File: config.mk
export PLATFORM = sky130hd
export DESIGN_NAME = fwd_sel_ctrl_flat
export DESIGN_NICKNAME = d
export VERILOG_FILES = /design/src/rtl/fwd_sel_ctrl_if.sv /design/src/rtl/fwd_sel_ctrl.sv /design/src/flat_wrapper.sv
export SDC_FILE = /design/constraint.sdc
export NUM_CORES = 1
export LEC_CHECK = 0
export ABC_AREA = 0
export CAP_MARGIN = 20
export CORE_MARGIN = 3
export CORE_UTILIZATION = 50
export CTS_BUF_LIST = sky130_fd_sc_hd__clkbuf_4
export DETAILED_ROUTE_END_ITERATION = 6
export PLACE_DENSITY = 0.79
export SLEW_MARGIN = 10
export SYNTH_ARGS = -nofsm -noshare
export SYNTH_HDL_FRONTEND = slang
export SYNTH_SLANG_ARGS = --single-unit
File: constraint.sdc
create_clock -name clk_i -period 3.4 [get_ports clk_i]
set_input_delay 0.68 -clock clk_i [delete_from_list [all_inputs] [get_ports clk_i]]
set_output_delay 0.68 -clock clk_i [all_outputs]
set_load 0.02 [all_outputs]
File: src/rtl/fwd_sel_ctrl_if.sv
// ID-stage to forwarding-control bus: source/destination info of the
// instruction in ID plus the registered mux selects and stall outputs.
interface fwd_sel_ctrl_if #(
  parameter int REG_AW = 5,
  parameter int CNT_W  = 16
);
  logic              id_valid_i;
  logic [REG_AW-1:0] id_rs_i;
  logic [REG_AW-1:0] id_rt_i;
  logic              id_use_rs_i;
  logic              id_use_rt_i;
  logic [REG_AW-1:0] id_rd_i;
  logic              id_reg_write_i;
  logic              id_mem_read_i;
  logic              flush_i;
  logic [1:0]        fwdA_sel_o;
  logic [1:0]        fwdB_sel_o;
  logic              stall_o;
  logic [CNT_W-1:0]  stall_cnt_o;

  modport master (
    output id_valid_i, id_rs_i, id_rt_i, id_use_rs_i, id_use_rt_i,
           id_rd_i, id_reg_write_i, id_mem_read_i, flush_i,
    input  fwdA_sel_o, fwdB_sel_o, stall_o, stall_cnt_o
  );

  modport slave (
    input  id_valid_i, id_rs_i, id_rt_i, id_use_rs_i, id_use_rt_i,
           id_rd_i, id_reg_write_i, id_mem_read_i, flush_i,
    output fwdA_sel_o, fwdB_sel_o, stall_o, stall_cnt_o
  );
endinterface

File: src/rtl/fwd_sel_ctrl.sv
// Forwarding-select controller: tracks the destinations of the EX/MEM/WB
// instructions, produces registered ALU operand mux selects aligned with
// the instruction in EX, a combinational load-use stall and a saturating
// stall-cycle counter.
module fwd_sel_ctrl #(
  parameter int REG_AW = 5,
  parameter int CNT_W  = 16
) (
  input  logic          clk_i,
  input  logic          rst_i,
  fwd_sel_ctrl_if.slave bus
);

  // Select encoding seen by the operand muxes
  localparam logic [1:0] SEL_RF  = 2'd0;
  localparam logic [1:0] SEL_EX  = 2'd1;
  localparam logic [1:0] SEL_MEM = 2'd2;
  localparam logic [1:0] SEL_WB  = 2'd3;

  // Tracker slots: valid bits are control (reset), the rest is data
  logic              r_ex_vld,  r_mem_vld,  r_wb_vld;
  logic [REG_AW-1:0] r_ex_rd,   r_mem_rd,   r_wb_rd;
  logic              r_ex_rw,   r_mem_rw,   r_wb_rw;
  logic              r_ex_mr,   r_mem_mr;
  logic              r_wb_mr;

  logic [1:0]        r_sel_a;
  logic [1:0]        r_sel_b;
  logic [CNT_W-1:0]  r_stall_cnt;

  logic              w_stall;
  logic              w_issue;
  logic [1:0]        w_sel_a;
  logic [1:0]        w_sel_b;

  // A slot produces r when it holds a valid register write to a nonzero r
  function automatic logic produces(input logic              vld,
                                    input logic              rw,
                                    input logic [REG_AW-1:0] rd,
                                    input logic [REG_AW-1:0] r);
    return vld & rw & (rd == r) & (r != '0);
  endfunction

  // Nearest producer wins: EX, then MEM, then WB, else register file
  function automatic logic [1:0] pick_sel(input logic              use_r,
                                          input logic [REG_AW-1:0] r);
    logic [1:0] sel;
    sel = SEL_RF;
    if (use_r) begin
      if (produces(r_ex_vld, r_ex_rw, r_ex_rd, r))
        sel = SEL_EX;
      else if (produces(r_mem_vld, r_mem_rw, r_mem_rd, r))
        sel = SEL_MEM;
      else if (produces(r_wb_vld, r_wb_rw, r_wb_rd, r))
        sel = SEL_WB;
    end
    return sel;
  endfunction

  // Counter increment that sticks at all-ones instead of wrapping
  function automatic logic [CNT_W-1:0] sat_inc(input logic [CNT_W-1:0] v);
    return (&v) ? v : v + 1'b1;
  endfunction

  // Load in EX feeding an operand of the ID instruction; flush overrides
  always_comb begin
    w_stall = bus.id_valid_i & ~bus.flush_i &
              r_ex_vld & r_ex_mr & r_ex_rw & (r_ex_rd != '0) &
              ((bus.id_use_rs_i & (r_ex_rd == bus.id_rs_i)) |
               (bus.id_use_rt_i & (r_ex_rd == bus.id_rt_i)));
    w_issue = bus.id_valid_i & ~bus.flush_i & ~w_stall;
  end

  // Next selects from pre-edge slots; a bubble always gets register-file selects
  always_comb begin
    w_sel_a = SEL_RF;
    w_sel_b = SEL_RF;
    if (w_issue) begin
      w_sel_a = pick_sel(bus.id_use_rs_i, bus.id_rs_i);
      w_sel_b = pick_sel(bus.id_use_rt_i, bus.id_rt_i);
    end
  end

  // ---- Stage boundary ID -> EX -> MEM -> WB: control part (reset) ----
  always_ff @(posedge clk_i or negedge rst_i) begin
    if (!rst_i) begin
      r_ex_vld    <= 1'b0;
      r_mem_vld   <= 1'b0;
      r_wb_vld    <= 1'b0;
      r_sel_a     <= SEL_RF;
      r_sel_b     <= SEL_RF;
      r_stall_cnt <= '0;
    end else begin
      r_wb_vld  <= r_mem_vld;
      r_mem_vld <= r_ex_vld;
      r_ex_vld  <= w_issue;
      r_sel_a   <= w_sel_a;
      r_sel_b   <= w_sel_b;
      if (w_stall)
        r_stall_cnt <= sat_inc(r_stall_cnt);
    end
  end

  // ---- Stage boundary ID -> EX -> MEM -> WB: data part (no reset) ----
  always_ff @(posedge clk_i) begin
    r_wb_rd  <= r_mem_rd;
    r_wb_rw  <= r_mem_rw;
    r_wb_mr  <= r_mem_mr;
    r_mem_rd <= r_ex_rd;
    r_mem_rw <= r_ex_rw;
    r_mem_mr <= r_ex_mr;
    r_ex_rd  <= bus.id_rd_i;
    r_ex_rw  <= bus.id_reg_write_i;
    r_ex_mr  <= bus.id_mem_read_i;
  end

  assign bus.fwdA_sel_o  = r_sel_a;
  assign bus.fwdB_sel_o  = r_sel_b;
  assign bus.stall_o     = w_stall;
  assign bus.stall_cnt_o = r_stall_cnt;

endmodule

File: src/flat_wrapper.sv
// flat-port wrapper written by rule: the top's interface ports become plain ports
module fwd_sel_ctrl_flat 
#(
  parameter int REG_AW = 5,
  parameter int CNT_W  = 16
)
  (clk_i, rst_i, bus_id_valid_i, bus_id_rs_i, bus_id_rt_i, bus_id_use_rs_i, bus_id_use_rt_i, bus_id_rd_i, bus_id_reg_write_i, bus_id_mem_read_i, bus_flush_i, bus_fwdA_sel_o, bus_fwdB_sel_o, bus_stall_o, bus_stall_cnt_o);
  fwd_sel_ctrl_if #(.REG_AW(REG_AW), .CNT_W(CNT_W)) bus_i ();
  input  logic clk_i;
  input  logic rst_i;
  input wire logic [$bits(bus_i.id_valid_i)-1:0] bus_id_valid_i;
  input wire logic [$bits(bus_i.id_rs_i)-1:0] bus_id_rs_i;
  input wire logic [$bits(bus_i.id_rt_i)-1:0] bus_id_rt_i;
  input wire logic [$bits(bus_i.id_use_rs_i)-1:0] bus_id_use_rs_i;
  input wire logic [$bits(bus_i.id_use_rt_i)-1:0] bus_id_use_rt_i;
  input wire logic [$bits(bus_i.id_rd_i)-1:0] bus_id_rd_i;
  input wire logic [$bits(bus_i.id_reg_write_i)-1:0] bus_id_reg_write_i;
  input wire logic [$bits(bus_i.id_mem_read_i)-1:0] bus_id_mem_read_i;
  input wire logic [$bits(bus_i.flush_i)-1:0] bus_flush_i;
  output wire logic [$bits(bus_i.fwdA_sel_o)-1:0] bus_fwdA_sel_o;
  output wire logic [$bits(bus_i.fwdB_sel_o)-1:0] bus_fwdB_sel_o;
  output wire logic [$bits(bus_i.stall_o)-1:0] bus_stall_o;
  output wire logic [$bits(bus_i.stall_cnt_o)-1:0] bus_stall_cnt_o;
  assign bus_i.id_valid_i = bus_id_valid_i;
  assign bus_i.id_rs_i = bus_id_rs_i;
  assign bus_i.id_rt_i = bus_id_rt_i;
  assign bus_i.id_use_rs_i = bus_id_use_rs_i;
  assign bus_i.id_use_rt_i = bus_id_use_rt_i;
  assign bus_i.id_rd_i = bus_id_rd_i;
  assign bus_i.id_reg_write_i = bus_id_reg_write_i;
  assign bus_i.id_mem_read_i = bus_id_mem_read_i;
  assign bus_i.flush_i = bus_flush_i;
  assign bus_fwdA_sel_o = bus_i.fwdA_sel_o;
  assign bus_fwdB_sel_o = bus_i.fwdB_sel_o;
  assign bus_stall_o = bus_i.stall_o;
  assign bus_stall_cnt_o = bus_i.stall_cnt_o;
  fwd_sel_ctrl #(.REG_AW(REG_AW), .CNT_W(CNT_W)) u_core (.clk_i(clk_i), .rst_i(rst_i), .bus(bus_i));
endmodule
# Word-level counts from Yosys, hierarchy flattened
# Index checks and enable logic that the tools add are counted.
dict set report word_totals {
  out_inout_bits 21
  word_cells 63
  ff_bits 42
}
dict set report classes {
  n_reduce_logical 5
  n_mux 10
  add_sub_neg 1
  bitwise_logic 28
  n_eq_ne 6
}
# operator n
set op_table {}
lappend op_table {{== test 5 bit} 6}
lappend op_table {{bitwise AND 1 bit} 24}
lappend op_table {{2-to-1 mux 2 bit} 10}
lappend op_table {{adder 16 x 1 -> 16 bit (second input constant)} 1}
lappend op_table {{AND reduction 16 bit} 1}
lappend op_table {{nonzero test 5 bit} 3}
lappend op_table {{inverter 1 bit} 3}
lappend op_table {{AND reduction 2 bit} 1}
lappend op_table {{bitwise OR 1 bit} 1}

# Logic depth before layout (Yosys ltp)
# Gate-level depths: netlist of run 1.
dict set report depth {
  word_depth 10
  depth_mapped 7
  ltp_nobuf 6
}

# Worst setup path before layout of run 1
# No wires, ideal clock.
dict set report synth_timing {
  path_kind {input to output}
  from {in bus_id_rs_i[3]}
  to {out bus_stall_o}
  setup_slack_ns 0.974
  required_time_ns 2.720
  t_arrival_ns 1.746
  stages 6
  path_buffers 2
  cell_sequence {xor2_1 -> nor3_1 -> a32o_1 -> buf_6 -> buf_4 -> and2_1}
}
dict set report synth_via {
  elab_chain_len 4
}
# item line_no
set synth_lines {}
lappend synth_lines {{start, declared} flat_wrapper.sv:12} ;# input wire logic [$bits(bus_i.id_rs_i)-1:0] bus_id_rs_i;
lappend synth_lines {{== test 5 bit} fwd_sel_ctrl.sv:69} ;# ((bus.id_use_rs_i & (r_ex_rd == bus.id_rs_i)) |
lappend synth_lines {{bitwise AND 1 bit} fwd_sel_ctrl.sv:69}
lappend synth_lines {{bitwise OR 1 bit} fwd_sel_ctrl.sv:69}
lappend synth_lines {{bitwise AND 1 bit} fwd_sel_ctrl.sv:68} ;# r_ex_vld & r_ex_mr & r_ex_rw & (r_ex_rd != '0) &
lappend synth_lines {{end, declared} flat_wrapper.sv:22} ;# output wire logic [$bits(bus_i.stall_o)-1:0] bus_stall_o;
# Every way passes these cells.

# Final worst setup path of run 1
dict set report layout_timing {
  from {in bus_id_rt_i[3]}
  to {out bus_stall_o}
}
dict set report layout_via {
  elab_chain_len 4
}
# item line_no
set layout_lines {}
lappend layout_lines {{start, declared} flat_wrapper.sv:13} ;# input wire logic [$bits(bus_i.id_rt_i)-1:0] bus_id_rt_i;
lappend layout_lines {{== test 5 bit} fwd_sel_ctrl.sv:70} ;# (bus.id_use_rt_i & (r_ex_rd == bus.id_rt_i)));
lappend layout_lines {{bitwise AND 1 bit} fwd_sel_ctrl.sv:70}
lappend layout_lines {{bitwise OR 1 bit} fwd_sel_ctrl.sv:69}
lappend layout_lines {{bitwise AND 1 bit} fwd_sel_ctrl.sv:68}
# Every way passes these cells.

==> flow_metrics.tcl, run 1 <==
set metrics [dict create \
    outcome "completed" \
    crit_path_end_kind "output port" \
    required_ns 2.72 \
    grt_max_degree 24 \
    slowest_delay_ns 0.60 \
    ys_ff_latch 42 \
    slew_headroom_pct 70.8 \
    yosys_warnings 0 \
    synthMostInstantiatedCell "xnor2_1" \
    synth_nets 195 \
    drc 0 \
    synth.cell_area_sq_um 1920 \
    utilization_pct 71.3 \
    slowest_stage "clkdlybuf4s50_1" \
    synthTopCellsByArea "dfrtp_1 30%, dfxtp_1 20%, xnor2_1 14%" \
    die_y_microns 68.0 \
    post_cts_resized 0 \
    clk_pin_slew_ns 0.12 \
    period_minus_slack_ns 3.24 \
    htree_levels 2 \
    clkSinkCount 42 \
    dieArea_sq_um 4620 \
    hold_viol 0 \
    critPathKind "in2out" \
    place.gp.congestion 0.889 \
    skew_ns 0.00393 \
    hold_slack_ns 0.380 \
    grt_use_total_pct 20.4 \
    synth_top_area_cell "dfrtp_1" \
    vias 1486 \
    ys_seq_area_share_pct 49.8 \
    cts-hold-fix-buffers 0 \
    root_buffer "clkbuf_4" \
    syn_area_per_cell_sq_um 11.2 \
    io_buffers 43 \
    synth-main-ff-cell "dfrtp_1" \
    async_flop_share_pct 54.8 \
    yosysUniqueCellTypes 32 \
    io_pins 44 \
    cellLeakagePower_nw 1.03 \
    rows 21 \
    post_cts_buffers 0 \
    crit_chain "clkdlybuf4s50_1 > xor2_1 > nor3_1 > a32o_1 > and2_1 > clkdlybuf4s50_1" \
    yosys-top-cells-count "30 x xnor2_1, 23 x dfrtp_1, 19 x dfxtp_1" \
    netlist_instances 171 \
    max_freq_mhz 308 \
    layout.nets 251 \
    fin_tns_setup_ns 0 \
    cts_buffers 5 \
    drt_first_pass_iters 4 \
    synth_enable_flop_cells 0 \
    setup_viol 0 \
    synth_top_area_share_pct 30.0 \
    p_per_area_nw_per_um2 340 \
    power_uw 853 \
    viasPerCell 5.42 \
    routed_wirelength_microns 4150 \
    n_fill_cell 262 \
    drtAntennaViolNets 0 \
    cts_buffer_depth 2 \
    routedWlPerCell_microns 15.1 \
    grt_antenna_before_repair 0 \
    antennaDiodeCount 0 \
    cp-start-kind "input pin" \
    clk_latency_ns 0.34 \
    path_max_fanout 4 \
    cap_viol_max_count 0 \
    grt_pass1_wl_microns 7040 \
    die_x_microns 68.0 \
    area_delta_synth_final_pct 30.8 \
    worstMarginPinSlew_ns 0.434 \
    start_util_pct 54.5 \
    rsz0062_at_grt "no" \
    place_hpwl_microns 3330 \
    cp_data_arrival_time_ns 2.56 \
    vdd_drop_max_mv 0.217 \
    drt_iter0_markers 99 \
    maxSlewViolCount 0 \
    cts_tree "built" \
    gr-total-overflow 0 \
    stdcell_count 274 \
    period_share_pct 95.4 \
    core_sq_um 3520 \
    drive_gt1_share_pct 9.65 \
    dpl.cell_count 265 \
    hp-class "reg2reg" \
    grt_pass1_vias 1562 \
    cpMostUsedCell "clkdlybuf4s50_1" \
]
## worst paths after layout
path | startpoint | endpoint | slack [ns] | cells after the start
worst max-delay path | bus_id_rt_i[3] | bus_stall_o | 0.16 | 6
worst min-delay path | u_core.r_mem_rw | u_core.r_wb_rw | 0.38 | 0
worst max register to register | u_core.r_ex_rd[0] | u_core.bus.stall_cnt_o[1] | 1.56 | 6
worst min register to register | u_core.r_mem_rw | u_core.r_wb_rw | 0.38 | 0
max in group asynchronous | rst_i | u_core.bus.stall_cnt_o[3] | 2.45 | 2
min in group asynchronous | rst_i | u_core.r_wb_vld | 0.55 | 1
## per-layer routing
| layer | up-vias | share of wire [%] | wire [microns] | GRT usage [%] |
|---|---|---|---|---|
| met5 | - | 0 | 0 | 0 |
| met4 | 0 | 1.2 | 51 | 7.69 |
| li1 | 714 | - | - | - |
| met3 | 6 | 5.3 | 220 | 5.25 |
| met2 | 39 | 51 | 2110 | 35.3 |
| met1 | 727 | 43 | 1770 | 24.2 |
## report_power, final
| part | switching [mW] | total, mW | leakage (nW) | internal [mW] |
|---|---|---|---|---|
| logic | 0.0424 | 0.0975 | 0.526 | 0.0551 |
| registers | 0.0143 | 0.525 | 0.478 | 0.511 |
| clock network | 0.153 | 0.230 | 0.0286 | 0.0770 |
| total | 0.210 | 0.853 | 1.03 | 0.643 |
## area by class of cell
type / count / area [sq um] / area share [%]
Clock inverter: 3 / 16.3 / 0.648
Inverter: 1 / 3.75 / 0.150
Clock buffer: 5 / 37.5 / 1.50
Multi-Input combinational cell: 126 / 941 / 37.5
Sequential cell: 42 / 956 / 38.1
Tap cell: 46 / 57.6 / 2.29
Timing Repair Buffer: 51 / 498 / 19.8
## registers in the layout, indices dropped and copies added, names as in the netlist, 2 cells and up
| register | count |
|---|---|
| u_core.bus.fwdB_sel_o | 2 |
| u_core.r_ex_rd | 5 |
| u_core.bus.fwdA_sel_o | 2 |
| u_core.bus.stall_cnt_o | 16 |
| u_core.r_mem_rd | 5 |
| u_core.r_wb_rd | 5 |
## cell usage in the layout (no fill, tap or decap), drive strengths merged, types with 2 or more instances in the layout
master	count
and3	11
nand4	7
nand2b	2
clkdlybuf4s50	43
o21ai	2
nand3	18
dfrtp	23
xnor2	30
nor2	6
xor2	15
nor3	8
buf	8
nor4	4
clkbuf	5
and4	3
dfxtp	19
nand2	7
clkinv	2
## per-stage QoR
step / worst slack [ns] / instance area [sq um]
finish: 0.157 / 2510
global route: 0.0757 / 2510
CTS: 0.156 / 2490
detailed placement: 0.158 / 2440
global placement: 0.193 / 2440
floorplan: 0.974 / 1920
## cell families (layout without fill, tap and decap cells)
logic type | Yosys count | after routing | share of synthesized area [%]
AOI/OAI and AO/OA | 8 | 8 | 4.50
xor gates and xnor gates | 45 | 45 | 20.5
adders and majority gates | 1 | 1 | 0.652
buffers and inverters | 3 | 60 | 1.17
DFF | 42 | 42 | 49.8
muxes | 1 | 1 | 0.782
and+or+nand+nor | 71 | 71 | 22.6
## worst max-delay path, delay by kind of cell
family	cells	cell delay, ns
AND/OR/NAND/NOR	2	0.40
XOR/XNOR	1	0.20
AO/OA/AOI/OAI	1	0.18
buffers and inverters	2	1.10
No activity file was read; power rests on OpenSTA's default activity.
==> run 2, diff against run 1 <==
--- a/config.mk
+++ b/config.mk
@@ -11,6 +11,7 @@
 export CORE_UTILIZATION = 50
 export CTS_BUF_LIST = sky130_fd_sc_hd__clkbuf_4
 export DETAILED_ROUTE_END_ITERATION = 6
+export MAX_ROUTING_LAYER = met4
 export PLACE_DENSITY = 0.79
 export SLEW_MARGIN = 10
 export SYNTH_ARGS = -nofsm -noshare
==> run 2 against run 1 <==
  * Design area rose by 1.1%
  * Setup slack better by 0.0089 ns
  * Clock power is 41% higher
  * Largest power group unchanged
==> flow_metrics.tcl, run 2 (synthesis gave the netlist of run 1 again) <==
set metrics [dict create \
    viasPerCell 5.33 \
    layout.nets 251 \
    top_layer_used "met4" \
    place_hpwl_microns 3190 \
    comb_power_share_pct 10.3 \
    hp-class "reg2reg" \
    cap_viol_max_count 0 \
    power_switching_uw 209 \
    final_cell_mix "43 x clkdlybuf4s50_1, 30 x xnor2_1, 23 x dfrtp_1" \
    min_from "u_core.r_mem_rw" \
    io_pins 44 \
    maxSlewViolCount 0 \
    drtAntennaViolNets 0 \
    p_per_area_nw_per_um2 373 \
    cp_data_arrival_time_ns 2.55 \
    routed_wirelength_microns 4110 \
    clk_pin_slew_ns 0.11 \
    wl_met3_microns 199 \
    outcome "completed" \
    rrSetupSlack_ns 1.57 \
    r2r-start "u_core.r_ex_rd[1]" \
    swShare_pct 22.1 \
    wl_met2_microns 1960 \
    antennaDiodeCount 0 \
    vdd_drop_max_mv 0.297 \
    setup_ws_ns 0.166 \
    post_cts_resized 0 \
    period_share_pct 95.1 \
    grt_antenna_before_repair 0 \
    rows 21 \
    rsz0062_at_grt "no" \
    drc 0 \
    cts_buffer_depth 2 \
    dieArea_sq_um 4620 \
    die_y_microns 68.0 \
    cts_tree "built" \
    layout_commonest_cell "clkdlybuf4s50_1" \
    area_delta_synth_final_pct 32.3 \
    io_buffers 43 \
    pwr-share-seq_pct 55.4 \
    vias 1461 \
    cp-start-kind "input pin" \
    setup_viol 0 \
    grt_pass1_vias 1451 \
    period_minus_slack_ns 3.23 \
    cts-hold-fix-buffers 0 \
    largest_reg_flops 16 \
    power_frac_clock_pct 34.2 \
    gr-total-overflow 0 \
    cellLeakagePower_nw 1.05 \
    post_cts_buffers 0 \
    htree_levels 2 \
    clk_latency_ns 0.33 \
    root_buffer "clkbuf_4" \
    fin_tns_setup_ns 0 \
    routedWlPerCell_microns 15.0 \
    cts_buffers 5 \
    die_x_microns 68.0 \
    pre_cts_slack_ns 0.164 \
    required_ns 2.72 \
    drt_first_pass_iters 4 \
    slew_headroom_pct 71.4 \
    grt_max_degree 24 \
    grt_use_total_pct 19.8 \
    max_freq_mhz 309 \
    worstMarginPinSlew_ns 0.426 \
    hold_viol 0 \
    grt_pass1_wl_microns 6620 \
    drt_iter0_markers 106 \
    drive_gt1_share_pct 10.1 \
    place.gp.congestion 0.881 \
    start_util_pct 54.5 \
    path_max_fanout 2 \
    critPathKind "in2out" \
    core_sq_um 3520 \
    skew_ns 0.00939 \
    wl_met1_microns 1910 \
    crit_path_end_kind "output port" \
    clkSinkCount 42 \
    cp-startpoint "bus_id_rs_i[3]" \
    power_uw 947 \
    power.internal_uw 738 \
]
-- run 2: path summary, 6_finish.rpt --
| path | endpoint | cells after the start |
|---|---|---|
| max | bus_stall_o | 6 |
| min | u_core.r_wb_rw | 0 |
| max reg2reg | u_core.bus.stall_cnt_o[1] | 6 |
| min reg2reg | u_core.r_wb_rw | 0 |
| max in group asynchronous | u_core.bus.stall_cnt_o[0] | 2 |
| min in group asynchronous | u_core.bus.fwdB_sel_o[1] | 1 |
-- run 2: cell type report --
type | instances | area, sq um
clock inverters | 1 | 30.0
flip-flops and latches | 42 | 956
inverters | 1 | 3.75
fillers | 275 | 982
well taps | 46 | 57.6
clock buffers | 7 | 52.6
repair buffers | 51 | 498
multi-input cells | 126 | 941
-- run 2: power by group through the flow --
stage	sequential [mW]	combinational (mW)	clock [mW]
3_5_place_dp	0.536	0.0958	0
3_3_place_gp	0.535	0.0939	0
2_1_floorplan	0.533	0.0425	0
4_1_cts	0.525	0.0963	0.330
5_1_grt	0.527	0.106	0.355
6_report	0.525	0.0979	0.324
-- run 2: critical path, cell delays in order --
cell and delay [ns]:
clkdlybuf4s50_1 0.44, xor2_1 0.15, nor3_1 0.29, a32o_1 0.24, and2_1 0.14, clkdlybuf4s50_1 0.60
-- run 2: metal layers --
| layer | GRT usage (%) | up-vias |
|---|---|---|
| met3 | 4.76 | 4 |
| li1 | - | 723 |
| met5 | - | - |
| met2 | 30.6 | 43 |
| met4 | 5.71 | 0 |
| met1 | 25.9 | 691 |
-- run 2: through the flow --
step                util [%]  instance area, sq um  hold slack [ns]  cells
floorplan                  -                  1920            0.350    171
global placement        69.3                  2440            0.368    265
detailed placement      69.3                  2440            0.368    265
CTS                     71.7                  2520            0.385    273
global route            72.1                  2540            0.397    274
finish                  72.1                  2540            0.385    274
